$ cat src/rtl/memsync_responder.sv
// MEMSync allocate responder: round-robin arbitration of per-bank allocate
// requests, beat-level row copy (optional writeback, then fill) over a
// valid/ready memory port, and a one-cycle sync pulse to the granted bank.
module memsync_responder #(
  parameter int BGWIDTH   = 2,
  parameter int BAWIDTH   = 2,
  parameter int CHWIDTH   = 6,
  parameter int ADDRWIDTH = 17,
  parameter int BEATWIDTH = 3
) (
  input  logic                                                          clk,
  input  logic                                                          reset_n,
  input  logic [2**BGWIDTH-1:0][2**BAWIDTH-1:0]                         alloc_req,
  input  logic [2**BGWIDTH-1:0][2**BAWIDTH-1:0]                         wb_req,
  input  logic [2**BGWIDTH-1:0][2**BAWIDTH-1:0][ADDRWIDTH-1:0]          RowId,
  input  logic [2**BGWIDTH-1:0][2**BAWIDTH-1:0][ADDRWIDTH-1:0]          evRowId,
  input  logic [2**BGWIDTH-1:0][2**BAWIDTH-1:0][CHWIDTH-1:0]            cRowId,
  output logic [2**BGWIDTH-1:0][2**BAWIDTH-1:0]                         sync,
  output logic                                                          mem_valid,
  input  logic                                                          mem_ready,
  output logic                                                          mem_we,
  output logic [BGWIDTH-1:0]                                            mem_bg,
  output logic [BAWIDTH-1:0]                                            mem_ba,
  output logic [ADDRWIDTH-1:0]                                          mem_row,
  output logic [CHWIDTH-1:0]                                            mem_crow,
  output logic [BEATWIDTH-1:0]                                          mem_beat,
  output logic                                                          busy
);

  localparam int BIDX  = BGWIDTH + BAWIDTH;
  localparam int NBANK = 2**BIDX;

  typedef enum logic [2:0] {IDLE, WB, FILL, SYNC, GUARD} state_t;

  state_t                 state_q, state_d;
  logic [BIDX-1:0]        ptr_q, ptr_d;
  logic [BIDX-1:0]        gnt_q, gnt_d;
  logic [ADDRWIDTH-1:0]   row_q, row_d;
  logic [ADDRWIDTH-1:0]   evrow_q, evrow_d;
  logic [CHWIDTH-1:0]     crow_q, crow_d;
  logic [BEATWIDTH-1:0]   beat_q, beat_d;

  // Flat views: packed [bg][ba] flattens to index {bg,ba}
  logic [NBANK-1:0]                req_flat;
  logic [NBANK-1:0]                wb_flat;
  logic [NBANK-1:0][ADDRWIDTH-1:0] row_flat;
  logic [NBANK-1:0][ADDRWIDTH-1:0] evrow_flat;
  logic [NBANK-1:0][CHWIDTH-1:0]   crow_flat;
  logic [NBANK-1:0]                sync_flat;

  assign req_flat   = alloc_req;
  assign wb_flat    = wb_req;
  assign row_flat   = RowId;
  assign evrow_flat = evRowId;
  assign crow_flat  = cRowId;
  assign sync       = sync_flat;

  logic            found;
  logic [BIDX-1:0] pick;
  logic            last_beat;

  assign last_beat = (beat_q == '1);

  // Round-robin search: first requester at or after the pointer, wrapping
  always_comb begin
    found = 1'b0;
    pick  = '0;
    for (int unsigned i = 0; i < NBANK; i++) begin
      if (!found && req_flat[ptr_q + BIDX'(i)]) begin
        found = 1'b1;
        pick  = ptr_q + BIDX'(i);
      end
    end
  end

  // Next-state and port outputs
  always_comb begin
    state_d   = state_q;
    ptr_d     = ptr_q;
    gnt_d     = gnt_q;
    row_d     = row_q;
    evrow_d   = evrow_q;
    crow_d    = crow_q;
    beat_d    = beat_q;
    mem_valid = 1'b0;
    mem_we    = 1'b0;
    sync_flat = '0;
    case (state_q)
      IDLE: begin
        if (found) begin
          gnt_d   = pick;
          ptr_d   = pick + BIDX'(1);
          row_d   = row_flat[pick];
          evrow_d = evrow_flat[pick];
          crow_d  = crow_flat[pick];
          state_d = wb_flat[pick] ? WB : FILL;
        end
      end
      WB: begin
        mem_valid = 1'b1;
        mem_we    = 1'b1;
        if (mem_ready) begin
          beat_d = beat_q + BEATWIDTH'(1);
          if (last_beat) state_d = FILL;
        end
      end
      FILL: begin
        mem_valid = 1'b1;
        if (mem_ready) begin
          beat_d = beat_q + BEATWIDTH'(1);
          if (last_beat) state_d = SYNC;
        end
      end
      SYNC: begin
        sync_flat[gnt_q] = 1'b1;
        state_d          = GUARD;
      end
      GUARD:   state_d = IDLE;
      default: state_d = IDLE;
    endcase
  end

  assign mem_bg   = gnt_q[BIDX-1:BAWIDTH];
  assign mem_ba   = gnt_q[BAWIDTH-1:0];
  assign mem_row  = (state_q == WB) ? evrow_q : row_q;
  assign mem_crow = crow_q;
  assign mem_beat = beat_q;
  assign busy     = (state_q != IDLE);

  // State, grant latch and beat counter registers
  always_ff @(posedge clk or negedge reset_n) begin
    if (!reset_n) begin
      state_q <= IDLE;
      ptr_q   <= '0;
      gnt_q   <= '0;
      row_q   <= '0;
      evrow_q <= '0;
      crow_q  <= '0;
      beat_q  <= '0;
    end else begin
      state_q <= state_d;
      ptr_q   <= ptr_d;
      gnt_q   <= gnt_d;
      row_q   <= row_d;
      evrow_q <= evrow_d;
      crow_q  <= crow_d;
      beat_q  <= beat_d;
    end
  end

endmodule

$ cat config.mk
export PLATFORM = sky130hd
export DESIGN_NAME = memsync_responder
export DESIGN_NICKNAME = d
export VERILOG_FILES = /design/src/rtl/memsync_responder.sv
export SDC_FILE = /design/constraint.sdc
export NUM_CORES = 1
export LEC_CHECK = 0
export CORE_AREA = 4 4 283 285
export CTS_CLUSTER_DIAMETER = 60
export CTS_CLUSTER_SIZE = 14
export DETAILED_ROUTE_END_ITERATION = 10
export DIE_AREA = 0 0 287 289
export GPL_TIMING_DRIVEN = 0
export PLACE_DENSITY = 0.48
export SLEW_MARGIN = 40
export SYNTH_ARGS = -nofsm -noshare
export SYNTH_HDL_FRONTEND = slang
export SYNTH_SLANG_ARGS = --single-unit
$ cat constraint.sdc
create_clock -name clk -period 11.65 [get_ports clk]
set_input_delay 2.33 -clock clk [delete_from_list [all_inputs] [get_ports clk]]
set_output_delay 2.33 -clock clk [all_outputs]
set_load 0.005 [all_outputs]
==> impl_metrics.csv, run 1 <==
group,metric,value,unit
status,status,"finished, final reports clean",
logic_synthesis,syn_area,0.01063,sq mm
grt,grt_pass1_vias,15590,
floorplan,die_h,289,um
timing,finalCritPeriodShare,0.6892,
setup_path,worst_ep_required_time,11.89,ns
detailed_routing,vias,15610,
place,placed_cell_area,0.01926,sq mm
timing,final-hold-violation-count,0,
logic_synthesis,synth-main-ff-cell,"dfrtp_1",
detailed_routing,first_pass_iters,5,
cts,h-tree-depth,2,
grt,antenna_found_initial,15,
cts,cts_tree,"yes",
cts,post_cts_buffers,0,
timing,slew_violations,0,
detailed_routing,viasPerCell,4.522,
logic_synthesis,syn_nets,2356,
cts,cts_num_sinks,54,
detailed_routing,drt-total-wl,93540,um
cts,clk_pin_slew,0.09,ns
layout,fin_cells,3453,
timing,slew_headroom,0.4186,
cts,numCtsBuffers,5,
logic_synthesis,synth-edff-count,0,
setup_path,crit_arrival,8.27,ns
logic_synthesis,synth.distinct_cells,70,
timing,setup_viol,0,
worst_hold_path,hold_class,"reg -> reg",
grt,overflow,0,
logic_synthesis,synthArstFlopShare,1.000,
detailed_routing,ant_nets,0,
setup_path,worstSetupStartpointType,"input port",
timing,fin_tns_setup,0,ns
timing,worstMarginPinSlew,0.8721,ns
place,gp_congestion,0.9187,
setup_path,crit_type,"in -> reg",
cts,clockRootBuffer,"clkbuf_16",
logic_synthesis,yosysWarnings,0,
layout,syn_to_final_growth,83.28,%
place,place_inst,3436,
logic_synthesis,syn_inst,1670,
layout,drive_above_1_share,0.08569,
floorplan,core,0.07734,sq mm
logic_synthesis,yosysSeqAreaShare,0.1271,
detailed_routing,routedWlPerCell,27.09,um
floorplan,core.rowCount,102,
floorplan,ioPinCount,724,
floorplan,die_w,287,um
floorplan,die_area,0.08294,sq mm
cts,clockBufferDepth,2,
timing,rsz0062_at_grt,"no",
logic_synthesis,avgSynthCellArea,6.368,sq um
grt,track_usage,0.2102,
setup_path,worstSetupEndpointType,"flop",
grt,grt_start_max_net_pins,41,
detailed_routing,drc,0,
place,io_buffers,723,
logic_synthesis,synth-seq-cells,54,
cts,cts_hold_buf,0,
layout,final_cell_area,0.01949,sq mm
detailed_routing,drt_iter0_drc,1050,
place,dp_hpwl,79600,um
timing,max_freq,124.6,MHz
floorplan,initial_core_util,0.1375,
cts,clk_latency,0.33,ns
timing,skew,0.007502,ns
layout,fin_nets,3089,
run,drv_cap,0,
timing,finalCriticalPeriod,8.029,ns
setup_path,cp_max_fo,10,
grt,grt_pass1_wl,122800,um
cts,ctsResizeCount,0,
flip-flops by register name (all words and copies together), names as in the netlist:
| name | cells |
|---|---|
| evrow_q | 17 |
| ptr_q | 4 |
| mem_beat | 3 |
| state_q | 3 |
| gnt_q | 4 |
| row_q | 17 |
| mem_crow | 6 |
critical path, stage by stage:
cell             delay, ns
clkdlybuf4s50_1       0.47
mux4_2                0.59
mux2i_1               0.16
nor2_1                0.08
a311oi_2              0.63
inv_1                 0.32
o21ai_0               0.26
nand4_1               0.17
o22ai_2               0.42
clkbuf_2              0.53
buf_2                 0.48
clkbuf_2              0.51
nand2_1               0.12
a31oi_1               0.71
a21oi_1               0.20
a221oi_2              0.25
routing by layer:
metal,GRT usage,wire length (um),part of all wire,vias to the layer above
met4,0.03936,1664,0.018,8
met5,0,47,0.00050,-
met2,0.3702,46160,0.49,595
met3,0.04878,5988,0.064,54
met1,0.2637,39680,0.42,7514
li1,-,-,-,7442
layout make-up:
class	instances	area [sq um]
inverters	11	41.29
well taps	1040	1301
plain buffers	155	769.5
clock inverters	2	60.06
flip-flops and latches	54	1351
fillers	8871	57850
multi-input cells	1450	8521
diodes	9	22.52
clock buffers	6	138.9
repair buffers	726	7284
layout by cell type, fill, tap and decap left out, types with 6 or more instances in the layout:
master and count:
a21oi_1 90, clkdlybuf4s50_1 722, xor2_1 7, xnor2_1 8, buf_2 30, dfrtp_1 54, buf_1 9, clkbuf_1 74
a221oi_2 39, nand2_1 677, diode_2 9, nor2_1 75, buf_4 15, ha_1 11, o21ai_0 22, nand3_1 6
mux2i_1 30, mux4_2 18, buf_6 12, a31oi_1 81, mux2_2 44, clkbuf_2 18, and3_1 164, a311oi_1 81
inv_1 7, nor3_1 10
final timing paths:
kind                                   start           to  slack [ns]  depth (start not counted)
max in group asynchronous            reset_n   evrow_q[0]        9.31                          2
worst max register to register      ptr_q[1]    row_q[14]        3.97                         21
worst min register to register   mem_beat[0]  mem_beat[0]        0.52                          1
min in group asynchronous            reset_n  mem_beat[0]        1.83                          1
worst max-delay path            alloc_req[1]    row_q[14]        3.62                         16
worst min-delay path             mem_beat[0]  mem_beat[0]        0.52                          1
synth_stat cells, types with 3 or more instances:
| library cell | count | area share |
|---|---|---|
| nand2_1 | 677 | 0.24 |
| and3_1 | 164 | 0.096 |
| clkbuf_1 | 92 | 0.032 |
| a21oi_1 | 90 | 0.042 |
| a311oi_1 | 82 | 0.068 |
| a31oi_1 | 82 | 0.048 |
| nor2_1 | 77 | 0.027 |
| dfrtp_1 | 54 | 0.13 |
| mux2_2 | 44 | 0.047 |
| a221oi_2 | 39 | 0.055 |
| mux2i_1 | 30 | 0.028 |
| buf_2 | 27 | 0.013 |
| o21ai_0 | 22 | 0.010 |
| mux4_2 | 18 | 0.038 |
| buf_4 | 14 | 0.0099 |
| buf_1 | 12 | 0.0042 |
| ha_1 | 11 | 0.013 |
| buf_6 | 10 | 0.011 |
| nor3_1 | 10 | 0.0047 |
| xnor2_1 | 8 | 0.0066 |
| inv_1 | 7 | 0.0025 |
| xor2_1 | 7 | 0.0058 |
| nand3_1 | 6 | 0.0028 |
| nand2b_1 | 5 | 0.0029 |
| nor2b_1 | 5 | 0.0029 |
| a221oi_1 | 4 | 0.0033 |
| a22oi_1 | 4 | 0.0028 |
| a32o_1 | 4 | 0.0038 |
| a32oi_1 | 3 | 0.0025 |
| and2_1 | 3 | 0.0018 |
| inv_2 | 3 | 0.0011 |
| o2111ai_1 | 3 | 0.0025 |
| o211ai_1 | 3 | 0.0021 |
| o21a_1 | 3 | 0.0021 |
| o21bai_1 | 3 | 0.0021 |
| or2_2 | 3 | 0.0018 |
kinds of logic (layout without fill, tap and decap cells):
group	after synthesis	after routing	synth area share
flip-flops	54	54	0.1271
AND/OR/NAND/NOR	967	967	0.3931
multiplexers	94	94	0.1161
XOR/XNOR	16	16	0.01388
other	0	9	0
buffers and inverters	166	900	0.07377
adder cells (fa/ha/maj)	11	11	0.01294
AO/OA/AOI/OAI	362	362	0.2631
stage by stage:
| stage | setup slack, ns | hold WS, ns | utilization |
|---|---|---|---|
| global route | 3.373 | 0.5629 | 0.2519 |
| floorplan | 5.782 | 0.4943 | - |
| global placement | 1.780 | 0.5149 | 0.2479 |
| detailed placement | 3.140 | 0.5098 | 0.2491 |
| finish | 3.621 | 0.5214 | 0.2520 |
| CTS | 3.486 | 0.5297 | 0.2517 |
Power of run 1 is not shown: default switching activity piles up to over one toggle a cycle in this logic, so the estimate is an artifact.
==> inputs of run 2 (changes only) <==
- CORE_AREA: 4 4 283 285 -> 4 4 278 280
- DIE_AREA: 0 0 287 289 -> 0 0 282 284
- PLACE_DENSITY: 0.48 -> 0.49
- clock period: 11.65 -> 8 ns (I/O delays scaled with it)
==> run 2 against run 1 <==
Worst setup slack lost 2.9 ns; non-clock buffer count grew 1; die area shrank 3.4%; flip-flop and latch count is the same; core utilization grew 0.83 points; clock-buffer cell count is the same; design area shrank 0.55%; via count grew 0.65%; hold slack lost 0.0024 ns; sequential share of layout area is essentially flat; critical endpoint is now row_q[8].
==> impl_metrics.csv, run 2 (synthesis results as in run 1) <==
group,metric,value,unit
worst_hold_path,hold_depth,1,
cts,cts_hold_buf,0,
timing,finalCriticalPeriod,7.315,ns
timing,fin_tns_setup,0,ns
place,gp_congestion,0.8991,
timing,worstMarginPinSlew,0.8995,ns
setup_path,cp_max_fo,18,
setup_path,reg2reg_depth,21,
detailed_routing,drc,0,
cts,clockRootBuffer,"clkbuf_16",
grt,antenna_found_initial,12,
timing,slew_headroom,0.4004,
floorplan,core,0.07445,sq mm
floorplan,initial_core_util,0.1428,
cts,cts_num_sinks,54,
timing,final-hold-violation-count,0,
cts,post_cts_buffers,0,
detailed_routing,ant_nets,0,
cts,clockBufferDepth,2,
layout,syn_to_final_growth,82.27,%
timing,skew,0.008087,ns
cts,numCtsBuffers,5,
run,drv_cap,0,
layout,layout_commonest_cell,"clkdlybuf4s50_1",
floorplan,die_w,282,um
place,place_inst,3366,
grt,overflow,0,
detailed_routing,first_pass_iters,5,
detailed_routing,vias,15710,
grt,grt_start_max_net_pins,42,
setup_path,cp_slowest_cell,"dfrtp_1",
layout,drive_above_1_share,0.08316,
setup_path,crit_type,"reg -> reg",
floorplan,core.rowCount,100,
place,dp_hpwl,76690,um
grt,grt_pass1_wl,120800,um
detailed_routing,viasPerCell,4.648,
cts,ctsResizeCount,0,
cts,clk_latency,0.33,ns
cts,h-tree-depth,2,
setup_path,crit_arrival,7.49,ns
detailed_routing,drt-total-wl,90170,um
layout,fin_nets,3090,
floorplan,die_area,0.08009,sq mm
place,io_buffers,723,
setup_path,path_cells,"buf_2 -> inv_1 -> ha_1 -> buf_2 -> mux2_2 -> mux4_2 -> mux2i_1 -> nand3_2 -> nand4bb_1 -> buf_2 -> or2_2 -> o32ai_2 -> a211oi_4 -> buf_6 -> inv_2 -> clkbuf_2 -> buf_16 -> clkbuf_1 -> a31oi_1 -> a21oi_1 -> a221oi_2",
floorplan,ioPinCount,724,
setup_path,worstSetupStartpointType,"flop",
layout,layout_common_cells,"722 x clkdlybuf4s50_1, 677 x nand2_1, 164 x and3_1, 89 x a21oi_1, 82 x a31oi_1",
timing,slew_violations,0,
timing,rsz0062_at_grt,"no",
cts,clk_pin_slew,0.08,ns
status,status,"finished, final reports clean",
worst_hold_path,hold_class,"reg -> reg",
setup_path,worst_ep_required_time,8.18,ns
layout,fillerInstances,8394,
detailed_routing,drt_iter0_drc,1010,
timing,setup_viol,0,
setup_path,worstSetupEndpointType,"flop",
setup_path,crit_top_cell,"buf_2",
timing,max_freq,136.7,MHz
layout,fin_cells,3381,
cts,cts_tree,"yes",
grt,grt_pass1_vias,15930,
setup_path,crit_path_max_incr_delay,0.68,ns
layout,final_util,0.2604,
grt,track_usage,0.2123,
detailed_routing,routedWlPerCell,26.67,um
floorplan,die_h,284,um
timing,finalCritPeriodShare,0.9144,
==> run 2: cell types whose count changed in the layout (fill, tap and decap cells not counted), sizes merged <==
cell | before | now
bufinv | 2 | 0
diode | 9 | 7
clkbuf | 98 | 99
clkinv | 1 | 2
clkinvlp | 0 | 1
==> run 2: path summary, 6_finish.rpt <==
check	from	slack [ns]	end
min in group asynchronous	reset_n	1.12	mem_beat[1]
worst min register to register	mem_beat[0]	0.52	mem_beat[0]
max in group asynchronous	reset_n	6.37	mem_crow[4]
worst max register to register	ptr_q[1]	0.68	row_q[8]
worst min-delay path	mem_beat[0]	0.52	mem_beat[0]
worst max-delay path	ptr_q[1]	0.68	row_q[8]
==> run 2: metal layers <==
| metal | up-vias | GRT usage | wire, um |
|---|---|---|---|
| met3 | 67 | 0.04673 | 6604 |
| met2 | 663 | 0.3800 | 45010 |
| li1 | 7446 | - | - |
| met5 | - | 0 | 24 |
| met4 | 4 | 0.04349 | 1795 |
| met1 | 7534 | 0.2598 | 36730 |
==> run 2: worst max-delay path: cells and delay by family, from the launching register on <==
family	cells	cell delay, ns
buffers and inverters	9	2.64
AND/OR/NAND/NOR	3	0.83
multiplexers	3	1.33
adder cells (fa/ha/maj)	1	0.35
flip-flops	1	0.68
AO/OA/AOI/OAI	5	1.27
==> run 2: area by class of cell <==
cell class,instances,area (sq um),area share
inverters,11,41.29,0.002130
diodes,7,17.52,0.0009038
multi-input cells,1450,8529,0.4401
repair buffers,728,7323,0.3778
flip-flops and latches,54,1351,0.06972
clock inverters,2,12.51,0.0006455
plain buffers,154,755.7,0.03899
clock buffers,6,138.9,0.007165
well taps,969,1212,0.06255
==> run 2: per-stage QoR <==
step	hold slack [ns]	cell area, sq um	setup slack (ns)
3_3_place_gp	0.5025	19080	-0.9024
5_1_grt	0.5576	19370	0.2808
4_1_cts	0.5192	19350	0.3737
6_report	0.5189	19380	0.6847
3_5_place_dp	0.5028	19190	0.3699
2_1_floorplan	0.4943	10630	2.862
Power of run 2 is left out for the same reason.
==> inputs of run 3 (changes only) <==
- CORE_AREA: 4 4 278 280 -> 4 4 281 283
- DIE_AREA: 0 0 282 284 -> 0 0 285 287
- PLACE_DENSITY: 0.49 -> 0.5
- clock period: 8 -> 6.1 ns (I/O delays scaled with it)
==> run 3 against run 2 <==
Non-clock buffer count up 11; first-iteration DRC count is 0.89% lower; register-to-register slack lost 0.49 ns; core utilization barely moved; worst setup slack worse by 0.51 ns; clock skew about the same; flip-flop and latch count did not move; global-route usage fell by 0.081 points; design area up 3.2%.
==> impl_metrics.csv, run 3 (synthesis results as in run 1) <==
group,metric,value,unit
status,status,"finished, final reports clean",
place,io_buffers,723,
setup_path,worstSetupEndpointType,"flop",
grt,grt_pass1_wl,122800,um
cts,h-tree-depth,2,
timing,setup_viol,0,
cts,clk_pin_slew,0.08,ns
grt,track_usage,0.2115,
grt,grt_start_max_net_pins,29,
timing,slew_violations,0,
timing,final-hold-violation-count,0,
detailed_routing,routedWlPerCell,26.88,um
detailed_routing,viasPerCell,4.557,
floorplan,die_area,0.08180,sq mm
detailed_routing,ant_nets,0,
detailed_routing,drt-total-wl,93000,um
timing,slew_headroom,0.4463,
timing,max_freq,168.8,MHz
floorplan,die_w,285,um
layout,fillerInstances,8615,
timing,worstMarginPinSlew,0.8247,ns
cts,clk_latency,0.31,ns
timing,finalCriticalPeriod,5.925,ns
timing,finalCritPeriodShare,0.9714,
setup_path,worst_ep_required_time,6.26,ns
place,gp_congestion,0.9265,
setup_path,worstSetupStartpointType,"input port",
floorplan,ioPinCount,724,
detailed_routing,first_pass_iters,5,
grt,antenna_found_initial,9,
layout,multiInputGateArea,0.008865,sq mm
floorplan,core.rowCount,102,
grt,overflow,0,
place,dp_hpwl,78410,um
setup_path,crit_arrival,6.09,ns
detailed_routing,drc,0,
layout,layout_common_cells,"722 x clkdlybuf4s50_1, 677 x nand2_1, 163 x and3_1, 75 x a311oi_1, 74 x nor2_1",
cts,clockRootBuffer,"clkbuf_16",
setup_path,crit_type,"in -> reg",
timing,holdWs,0.5156,ns
floorplan,core,0.07670,sq mm
run,drv_cap,0,
place,place_inst,3435,
floorplan,initial_core_util,0.1386,
detailed_routing,drt_iter0_drc,1001,
cts,cts_num_sinks,54,
worst_hold_path,hold_class,"reg -> reg",
setup_path,path_cells,"clkdlybuf4s50_1 -> mux4_2 -> mux4_2 -> clkinv_1 -> nand4b_4 -> nand4bb_1 -> buf_2 -> nor3_2 -> a21oi_1 -> a211oi_4 -> buf_6 -> clkbuf_4 -> clkbuf_4 -> and3_1 -> a31oi_2 -> a21oi_1 -> a221oi_2",
floorplan,die_h,287,um
layout,syn_to_final_growth,88.14,%
cts,numCtsBuffers,5,
setup_path,crit_path_max_incr_delay,0.58,ns
layout,fin_cells,3460,
layout,drive_above_1_share,0.1246,
setup_path,cp_max_fo,10,
layout,fin_nets,3101,
cts,cts_tree,"yes",
detailed_routing,vias,15770,
layout,layout_commonest_cell,"clkdlybuf4s50_1",
timing,skew,0.008319,ns
cts,clockBufferDepth,2,
setup_path,cp_slowest_cell,"mux4_2",
grt,grt_pass1_vias,15650,
layout,ff_latch_area,0.001353,sq mm
-- run 3: path summary, 6_finish.rpt --
kind | slack [ns] | cells after the start | endpoint | start
worst max-delay path | 0.17 | 17 | mem_crow[2] | alloc_req[4]
worst min-delay path | 0.52 | 1 | mem_beat[0] | mem_beat[0]
worst max register to register | 0.19 | 22 | mem_crow[2] | ptr_q[0]
worst min register to register | 0.52 | 1 | mem_beat[0] | mem_beat[0]
max in group asynchronous | 4.82 | 2 | ptr_q[1] | reset_n
min in group asynchronous | 0.79 | 1 | row_q[8] | reset_n
-- run 3: what timing repair did --
| action | CTS | global route |
|---|---|---|
| resized for setup | 92 | 66 |
| hold buffers | 0 | 0 |
| setup buffers | 2 | 11 |
| pin swaps | 2 | 3 |
| endpoints found under the setup margin | 50 | 41 |
-- run 3: layout make-up --
cell class              instances  area share
clock buffers                   6    0.006942
well taps                    1040     0.06504
plain buffers                 155     0.04559
multi-input cells            1450      0.4431
flip-flops and latches         54     0.06760
diodes                          4   0.0005003
inverters                      11    0.002376
clock inverters                 2   0.0006254
repair buffers                738      0.3682
-- run 3: metrics by stage --
step | TNS, ns | worst slack (ns) | cell area (sq um) | utilization
after floorplan | 0 | 1.149 | 10630 | -
after global placement | -106.30 | -2.708 | 19170 | 0.2500
after detailed placement | -64.78 | -1.819 | 19250 | 0.2509
after CTS | 0 | 0.001390 | 19770 | 0.2578
after global routing | -0.01396 | -0.01113 | 20000 | 0.2607
final | 0 | 0.1747 | 20010 | 0.2608
-- run 3: metal layers --
| layer | GRT usage | up-vias | routed length (um) |
|---|---|---|---|
| met5 | 0 | - | 21 |
| met4 | 0.02645 | 4 | 1048 |
| li1 | - | 7475 | - |
| met2 | 0.3812 | 652 | 46290 |
| met1 | 0.2690 | 7585 | 39690 |
| met3 | 0.04029 | 50 | 5947 |
-- run 3: worst max-delay path: cells and delay by family --
family | cells | cell delay, ns
buf+inv | 6 | 1.71
mux | 2 | 1.14
compound gates | 5 | 1.05
simple gates | 4 | 0.92
Power of run 3 is left out for the same reason.
